--- src/rtl/zstd_rr_channel_arbiter.sv ---
// Round-robin arbiter that funnels N requesters into one registered valid/ready stage tagged with the source index.
// Define ZSTD_ARB_PACKET_LOCK_EN to hold the grant on one requester until its packet's last word has transferred.
module zstd_rr_channel_arbiter #(
    parameter int NumInputs = 4,
    parameter int Width     = 32,
    localparam int IdxWidth = $clog2(NumInputs)
) (
    input  logic                       clk,
    input  logic                       rst,
    input  logic [NumInputs*Width-1:0] in_data_i,
    input  logic [NumInputs-1:0]       in_last_i,
    input  logic [NumInputs-1:0]       in_valid_i,
    output logic [NumInputs-1:0]       in_ready_o,
    output logic [Width-1:0]           out_data_o,
    output logic                       out_last_o,
    output logic [IdxWidth-1:0]        out_src_o,
    output logic                       out_valid_o,
    input  logic                       out_ready_i
);

    localparam logic [IdxWidth-1:0] LastIdx = IdxWidth'(NumInputs - 1);
    localparam logic [IdxWidth:0]   NumWide = (IdxWidth + 1)'(NumInputs);

    logic                 full_q;
    logic [Width-1:0]     outData_q;
    logic                 outLast_q;
    logic [IdxWidth-1:0]  outSrc_q;
    logic [IdxWidth-1:0]  ptr_q;
    logic [IdxWidth-1:0]  ptr_d;

    logic [IdxWidth-1:0]  rrIdx;
    logic                 rrHit;
    logic [IdxWidth-1:0]  grantIdx;
    logic                 grantHit;
    logic [Width-1:0]     grantData;
    logic                 grantLast;
    logic [NumInputs-1:0] inReady;
    logic                 canAccept;
    logic                 transfer;

`ifdef ZSTD_ARB_PACKET_LOCK_EN
    typedef enum logic {
        IDLE,
        LOCKED
    } lockState_e;

    lockState_e          lockState_q;
    logic [IdxWidth-1:0] owner_q;
`endif

    // Offsets are walked high to low so the nearest valid requester at or after ptr is the last one written.
    always_comb begin
        logic [IdxWidth:0] pos;
        rrIdx = '0;
        rrHit = 1'b0;
        pos   = '0;
        for (int k = NumInputs - 1; k >= 0; k--) begin
            pos = {1'b0, ptr_q} + (IdxWidth + 1)'(k);
            if (pos >= NumWide) begin
                pos = pos - NumWide;
            end
            if (in_valid_i[pos[IdxWidth-1:0]]) begin
                rrIdx = pos[IdxWidth-1:0];
                rrHit = 1'b1;
            end
        end
    end

`ifdef ZSTD_ARB_PACKET_LOCK_EN
    // While a packet is open the owner keeps the grant even if it momentarily drops valid.
    assign grantIdx = (lockState_q == LOCKED) ? owner_q : rrIdx;
    assign grantHit = (lockState_q == LOCKED) || rrHit;
`else
    assign grantIdx = rrIdx;
    assign grantHit = rrHit;
`endif

    assign canAccept = !full_q || out_ready_i;
    assign ptr_d     = (grantIdx == LastIdx) ? '0 : grantIdx + IdxWidth'(1);

    always_comb begin
        grantData = '0;
        grantLast = 1'b0;
        inReady   = '0;
        for (int i = 0; i < NumInputs; i++) begin
            if (grantIdx == IdxWidth'(i)) begin
                grantData  = in_data_i[i*Width +: Width];
                grantLast  = in_last_i[i];
                inReady[i] = grantHit && canAccept && !rst;
            end
        end
    end

    assign transfer = |(inReady & in_valid_i);

    always_ff @(posedge clk) begin
        if (rst) begin
            full_q    <= 1'b0;
            outData_q <= '0;
            outLast_q <= 1'b0;
            outSrc_q  <= '0;
            ptr_q     <= '0;
`ifdef ZSTD_ARB_PACKET_LOCK_EN
            lockState_q <= IDLE;
            owner_q     <= '0;
`endif
        end else begin
            if (transfer) begin
                full_q    <= 1'b1;
                outData_q <= grantData;
                outLast_q <= grantLast;
                outSrc_q  <= grantIdx;
            end else if (full_q && out_ready_i) begin
                full_q <= 1'b0;
            end
`ifdef ZSTD_ARB_PACKET_LOCK_EN
            // Rotation is frozen for the whole packet and resumes after the owner once its last word goes.
            if (transfer) begin
                case (lockState_q)
                    IDLE: begin
                        if (grantLast) begin
                            ptr_q <= ptr_d;
                        end else begin
                            lockState_q <= LOCKED;
                            owner_q     <= grantIdx;
                        end
                    end
                    LOCKED: begin
                        if (grantLast) begin
                            ptr_q       <= ptr_d;
                            lockState_q <= IDLE;
                        end
                    end
                    default: lockState_q <= IDLE;
                endcase
            end
`else
            if (transfer) begin
                ptr_q <= ptr_d;
            end
`endif
        end
    end

    assign in_ready_o  = inReady;
    assign out_data_o  = outData_q;
    assign out_last_o  = outLast_q;
    assign out_src_o   = outSrc_q;
    assign out_valid_o = full_q;

endmodule

--- config.mk ---
export PLATFORM = sky130hd
export DESIGN_NAME = zstd_rr_channel_arbiter
export DESIGN_NICKNAME = d
export VERILOG_FILES = /design/src/rtl/zstd_rr_channel_arbiter.sv
export SDC_FILE = /design/constraint.sdc
export NUM_CORES = 1
export LEC_CHECK = 0
export CORE_ASPECT_RATIO = 0.6
export CORE_MARGIN = 5
export CORE_UTILIZATION = 36
export CTS_CLUSTER_DIAMETER = 60
export DETAILED_ROUTE_END_ITERATION = 8
export GPL_ROUTABILITY_DRIVEN = 0
export PLACE_DENSITY = 0.91
export SLEW_MARGIN = 40
export SYNTH_ARGS = -nofsm -noshare
export SYNTH_HDL_FRONTEND = slang
export SYNTH_SLANG_ARGS = --single-unit
--- constraint.sdc ---
create_clock -name clk -period 5.72 [get_ports clk]
set_input_delay 1.144 -clock clk [delete_from_list [all_inputs] [get_ports clk]]
set_output_delay 1.144 -clock clk [all_outputs]
set_load 0.01 [all_outputs]
==> impl_metrics.json, run 1 <==
{
  "synth_top_area_share_pct": 34.5,
  "reg2reg_slack_ns": 2.59,
  "ir_drop_mv": 0.0996,
  "reg2reg_depth": 11,
  "ctsResizeCount": 0,
  "synth_top_cell_by_area": "dfxtp_1",
  "worstMarginPinSlew_ns": 0.705,
  "synth.area.top_cells": "dfxtp_1, a221oi_1, o22ai_1",
  "critPathKind": "in -> out",
  "layout_setup_ws_ns": 0.913,
  "wl_per_cell_um": 17.3,
  "timing.final.crit_share_pct": 84.0,
  "first_pass_iters": 4,
  "post-route-cell-area_um2": 4070,
  "ctsLongestPathBuffers": 2,
  "place_ws_ns": 0.935,
  "clock-sinks": 38,
  "grt_pass1_wl_mm": 14.5,
  "antenna_cells": 0,
  "die_area_um2": 7840,
  "die_h_um": 70.6,
  "slew_headroom_pct": 53.0,
  "max_stage_delay_ns": 0.61,
  "synth_area_um2": 2200,
  "antenna_found_initial": 0,
  "num_vias": 2888,
  "finClkSkew_ns": 0.00654,
  "crit_chain": "clkdlybuf4s50_1 > nor2b_1 > a21boi_0 > o22ai_1 > inv_1 > ha_1 > clkinv_1 > nor4_1 > clkdlybuf4s50_1",
  "dpl_cell_area_um2": 4000,
  "maxSlewViolCount": 0,
  "cts_setup_buffers": 0,
  "hold_viol": 0,
  "r2r_start": "ptr_q[0]$_SDFFE_PP0P_",
  "timing.rr.end": "out_data_o[16]$_SDFFE_PP0P_",
  "initial_core_util_pct": 36.6,
  "fmaxAchievable_mhz": 208,
  "core_region_area_um2": 6030,
  "port-buffer-count": 178,
  "clock_latency_ns": 0.28,
  "startpoint_type": "input pin",
  "drc": 0,
  "setup_violations": 0,
  "crit_start": "in_valid_i[2]",
  "min_period_ns": 4.81,
  "grt_util_all_layers_pct": 22.4,
  "path_clk_slew_ns": 0.07,
  "mappedNetlistNets": 423,
  "power.leakage_nw": 1.39,
  "cts_root_buf": "clkbuf_8",
  "grt_max_degree": 70,
  "end_kind": "output pin",
  "yosysSeqAreaShare_pct": 34.5,
  "worst-path-max-fanout": 5,
  "wirelength_mm": 9.09,
  "ys_ff_latch": 38,
  "ys.warnings.count": 0,
  "crit_slowest_cell": "clkdlybuf4s50_1",
  "rsz0062_at_grt": "false",
  "cp-endpoint": "in_ready_o[3]",
  "fin_setup_tns_ns": 0,
  "holdBufCountCts": 0,
  "worstPathRequired_ns": 4.58,
  "synth_cells": 280,
  "mostFrequentLayoutCells": "clkdlybuf4s50_1, dfxtp_1, a21oi_1, nand2_1, o22ai_1",
  "cts_made_buffers": 5,
  "area.growth.synth_to_final_pct": 84.9,
  "layout_commonest_cell": "clkdlybuf4s50_1",
  "crit_arrival_ns": 3.66,
  "cts_tree": "done",
  "synth_cell_type_count": 32,
  "ios": 179,
  "drv_cap": 0,
  "num_rows": 22,
  "grt_pass1_vias": 2970,
  "grt.overflow.total": 0,
  "final_antenna_net_count": 0,
  "outcome": "complete, no violations",
  "nNetsFinal": 585,
  "htree_levels": 2,
  "hpwl_mm": 6.95,
  "viasPerCell": 5.49,
  "drive_gt1_share_pct": 3.62,
  "p_per_area_nw_per_um2": 227,
  "avgSynthCellArea_um2": 7.87,
  "hp-class": "reg -> reg",
  "drt_iter0_drc": 128,
  "die_x_um": 111,
  "path_common_cell": "clkdlybuf4s50_1"
}
[Yosys cell counts]
| cell | n |
|---|---|
| o21ai_1 | 1 |
| nand3b_1 | 1 |
| nor3_1 | 1 |
| a22oi_1 | 1 |
| and2_1 | 3 |
| a221oi_1 | 32 |
| a211o_1 | 1 |
| o22ai_1 | 33 |
| nand2b_1 | 1 |
| clkbuf_1 | 18 |
| o21ai_0 | 3 |
| buf_6 | 3 |
| a22oi_2 | 1 |
| o2111ai_1 | 1 |
| a21boi_0 | 1 |
| o221ai_1 | 2 |
| ha_1 | 4 |
| dfxtp_1 | 38 |
| buf_2 | 5 |
| nor2_1 | 4 |
| nand2_1 | 37 |
| nor4_1 | 2 |
| or2_2 | 1 |
| nor2b_1 | 6 |
| a211oi_1 | 2 |
| or3_1 | 32 |
| nand3_1 | 1 |
| or2_1 | 1 |
| inv_1 | 3 |
| buf_4 | 3 |
| clkinv_1 | 1 |
| a21oi_1 | 37 |
[report_power, final]
part	total [mW]	switching (mW)	internal (mW)	leakage [nW]
logic	0.444	0.206	0.238	1.04
registers	0.313	0.0167	0.297	0.309
clock network	0.169	0.0849	0.0839	0.0383
[per-stage QoR]
step,cells,power [mW],hold WS (ns),utilization [%]
5_1_grt,526,0.987,0.470,67.6
3_5_place_dp,519,0.763,0.446,66.3
6_report,526,0.926,0.454,67.6
2_1_floorplan,280,0.552,0.481,-
3_3_place_gp,519,0.747,0.440,66.2
4_1_cts,526,0.934,0.456,67.6
[flip-flops by register name, summed over array words and instances, names as in the netlist]
name and flops:
out_last_o 1, out_valid_o 1, out_src_o 2, ptr_q 2, out_data_o 32
[cells by family (layout without fill, tap and decap cells)]
family	after synthesis	count (layout)	synth area share [%]
buffers and inverters	33	195	7.44
and+or+nand+nor	90	90	20.8
adders and majority gates	4	4	2.27
AOI/OAI and AO/OA	115	115	34.9
DFF	38	38	34.5
[worst min path at each step]
| stage | endpoint | cells past startpoint | slack [ns] | startpoint |
|---|---|---|---|---|
| after floorplan | out_data_o[0]$_SDFFE_PP0P_ | 2 | 0.48 | out_data_o[0]$_SDFFE_PP0P_ |
| after global placement | out_data_o[4]$_SDFFE_PP0P_ | 2 | 0.44 | out_data_o[4]$_SDFFE_PP0P_ |
| after detailed placement | out_data_o[4]$_SDFFE_PP0P_ | 2 | 0.45 | out_data_o[4]$_SDFFE_PP0P_ |
| after CTS | out_data_o[4]$_SDFFE_PP0P_ | 2 | 0.46 | out_data_o[4]$_SDFFE_PP0P_ |
| after global routing | out_data_o[21]$_SDFFE_PP0P_ | 2 | 0.47 | out_data_o[21]$_SDFFE_PP0P_ |
| final | out_data_o[24]$_SDFFE_PP0P_ | 2 | 0.45 | out_data_o[24]$_SDFFE_PP0P_ |
[layout make-up]
cell class | count | area [um^2]
timing repair buffer | 184 | 1830
fill | 510 | 1950
multi-input combinational | 209 | 1290
sequential | 38 | 761
inverter | 4 | 15.0
clock buffer | 7 | 76.3
tap | 84 | 105
[metal layers]
| metal | GRT usage [%] | part of all wire (%) | vias to the layer above |
|---|---|---|---|
| met3 | 7.18 | 8.1 | 12 |
| li1 | - | - | 1400 |
| met4 | 7.24 | 1.6 | 0 |
| met5 | 0 | 0 | - |
| met2 | 40.1 | 50 | 124 |
| met1 | 25.6 | 41 | 1352 |
[worst max-delay path, delay by kind of cell]
kind / cells / cell delay [ns]
buffers and inverters: 4 / 1.35
AND/OR/NAND/NOR: 2 / 0.48
AO/OA/AOI/OAI: 2 / 0.46
adder cells (fa/ha/maj): 1 / 0.23
No activity file was read; power rests on OpenSTA's default activity.
==> inputs of run 2 (changes only) <==
- CORE_UTILIZATION: 36 -> 30
- PLACE_DENSITY: 0.91 -> 0.81
- clock period: 5.72 -> 4 ns (I/O delays scaled with it)
==> run 2 against run 1 <==
Effect of this change: clock power up 120%; design area up 4.0%; utilization down 8.8 points; final cell count up 3.2%; register-to-register slack worse by 1.4 ns; via count up 2.2%; routed wire length up 2.4%; clock skew down 0.0045 ns; setup slack worse by 0.66 ns; clock-buffer cell count down 1; total power up 61%; largest cell class unchanged.
==> impl_metrics.json, run 2 (same netlist as run 1, synthesis figures left out) <==
{
  "grt_util_all_layers_pct": 19.2,
  "antenna_found_initial": 0,
  "htree_levels": 2,
  "power.leakage_nw": 1.49,
  "maxSlewViolCount": 0,
  "grt_max_degree": 70,
  "grt.overflow.total": 0,
  "ctsLongestPathBuffers": 2,
  "mostFrequentLayoutCells": "clkdlybuf4s50_1, dfxtp_1, a21oi_1, nand2_1, o22ai_1",
  "end_kind": "output pin",
  "critPathKind": "in -> out",
  "num_rows": 24,
  "die_x_um": 121,
  "setup_violations": 0,
  "ir_drop_mv": 0.186,
  "drt_iter0_drc": 152,
  "cts_made_buffers": 5,
  "wl_per_cell_um": 17.1,
  "dpl_cell_area_um2": 4090,
  "num_vias": 2951,
  "fmaxAchievable_mhz": 267,
  "port-buffer-count": 178,
  "clock_latency_ns": 0.27,
  "nFillCells": 652,
  "worstMarginPinSlew_ns": 0.573,
  "timing.final.crit_share_pct": 93.7,
  "die_h_um": 76.4,
  "cts_root_buf": "clkbuf_16",
  "crit_arrival_ns": 2.95,
  "wirelength_mm": 9.30,
  "clock-sinks": 38,
  "startpoint_type": "input pin",
  "first_pass_iters": 4,
  "crit_chain": "clkdlybuf4s50_1 > nor2b_1 > or2_2 > o22ai_1 > buf_4 > ha_1 > and2_1 > clkdlybuf4s50_1",
  "finClkSkew_ns": 0.00205,
  "hold_viol": 0,
  "largest_reg_flops": 32,
  "grt_pass1_wl_mm": 14.6,
  "viasPerCell": 5.43,
  "path_common_cell": "clkdlybuf4s50_1",
  "cts_tree": "done",
  "max_stage_delay_ns": 0.57,
  "slew_headroom_pct": 61.6,
  "nNetsFinal": 596,
  "ios": 179,
  "min_period_ns": 3.75,
  "final_antenna_net_count": 0,
  "reg2reg_slack_ns": 1.18,
  "initial_core_util_pct": 30.6,
  "antenna_cells": 0,
  "fin_setup_tns_ns": 0,
  "die_area_um2": 9220,
  "grt_pass1_vias": 2973,
  "drv_cap": 0,
  "drc": 0,
  "drive_gt1_share_pct": 5.97,
  "post-route-cell-area_um2": 4240,
  "rsz0062_at_grt": "false",
  "core_region_area_um2": 7210,
  "layout_commonest_cell": "clkdlybuf4s50_1",
  "area.growth.synth_to_final_pct": 92.2,
  "path_clk_slew_ns": 0.05,
  "worstPathRequired_ns": 3.20,
  "outcome": "complete, no violations",
  "hpwl_mm": 7.20,
  "crit_slowest_cell": "clkdlybuf4s50_1",
  "hp-class": "reg -> reg",
  "worst-path-max-fanout": 4,
  "p_per_area_nw_per_um2": 352
}
==> run 2: cell type report <==
class                           instances  area [um^2]  area share (%)
Timing Repair Buffer                  195         1920            45.4
Multi-Input combinational cell        209         1280            30.3
Sequential cell                        38          761            18.0
Clock buffer                            6          139            3.28
Tap cell                               91          114            2.69
Inverter                                4         15.0           0.355
==> run 2: metal layers <==
layer  global-route usage (%)  share of wire (%)  vias up
met5                        0                  0        -
met4                     4.75               0.81        0
met3                     5.93                7.7        8
met2                     33.4                 49      115
met1                     23.0                 42     1400
li1                         -                  -     1428
==> run 2: timing repair <==
item                       in CTS  in global routing
setup endpoints to repair       1                  1
hold buffers                    0                  0
gates resized for setup         1                  1
setup buffers                   0                  0
==> run 2: worst max-delay path: cells and delay by family <==
family                   cells  cell delay (ns)
AO/OA/AOI/OAI                1             0.19
adder cells (fa/ha/maj)      1             0.16
buffers and inverters        3             1.19
AND/OR/NAND/NOR              3             0.60
==> run 2: worst paths after layout <==
| kind | to | cells after the start | from |
|---|---|---|---|
| min | out_data_o[15]$_SDFFE_PP0P_ | 2 | out_data_o[15]$_SDFFE_PP0P_ |
| min reg2reg | out_data_o[15]$_SDFFE_PP0P_ | 2 | out_data_o[15]$_SDFFE_PP0P_ |
| max | in_ready_o[1] | 8 | in_valid_i[2] |
| max reg2reg | out_data_o[0]$_SDFFE_PP0P_ | 11 | ptr_q[0]$_SDFFE_PP0P_ |
==> run 2: power by group <==
group          internal [mW]  leakage [nW]  switching (mW)
Sequential             0.425         0.309          0.0231
Combinational          0.364          1.11           0.305
Clock                  0.241        0.0688           0.135
==> run 2: metrics by stage <==
step                utilization [%]  hold WS, ns  std cells  power [mW]  setup WS, ns
floorplan                         -        0.481        280       0.789         0.748
global placement               56.8        0.441        537        1.11         0.127
detailed placement             56.8        0.447        537        1.13       0.00461
CTS                            58.7        0.453        543        1.51        0.0443
global route                   58.8        0.468        543        1.59         0.153
finish                         58.8        0.452        543        1.49         0.254
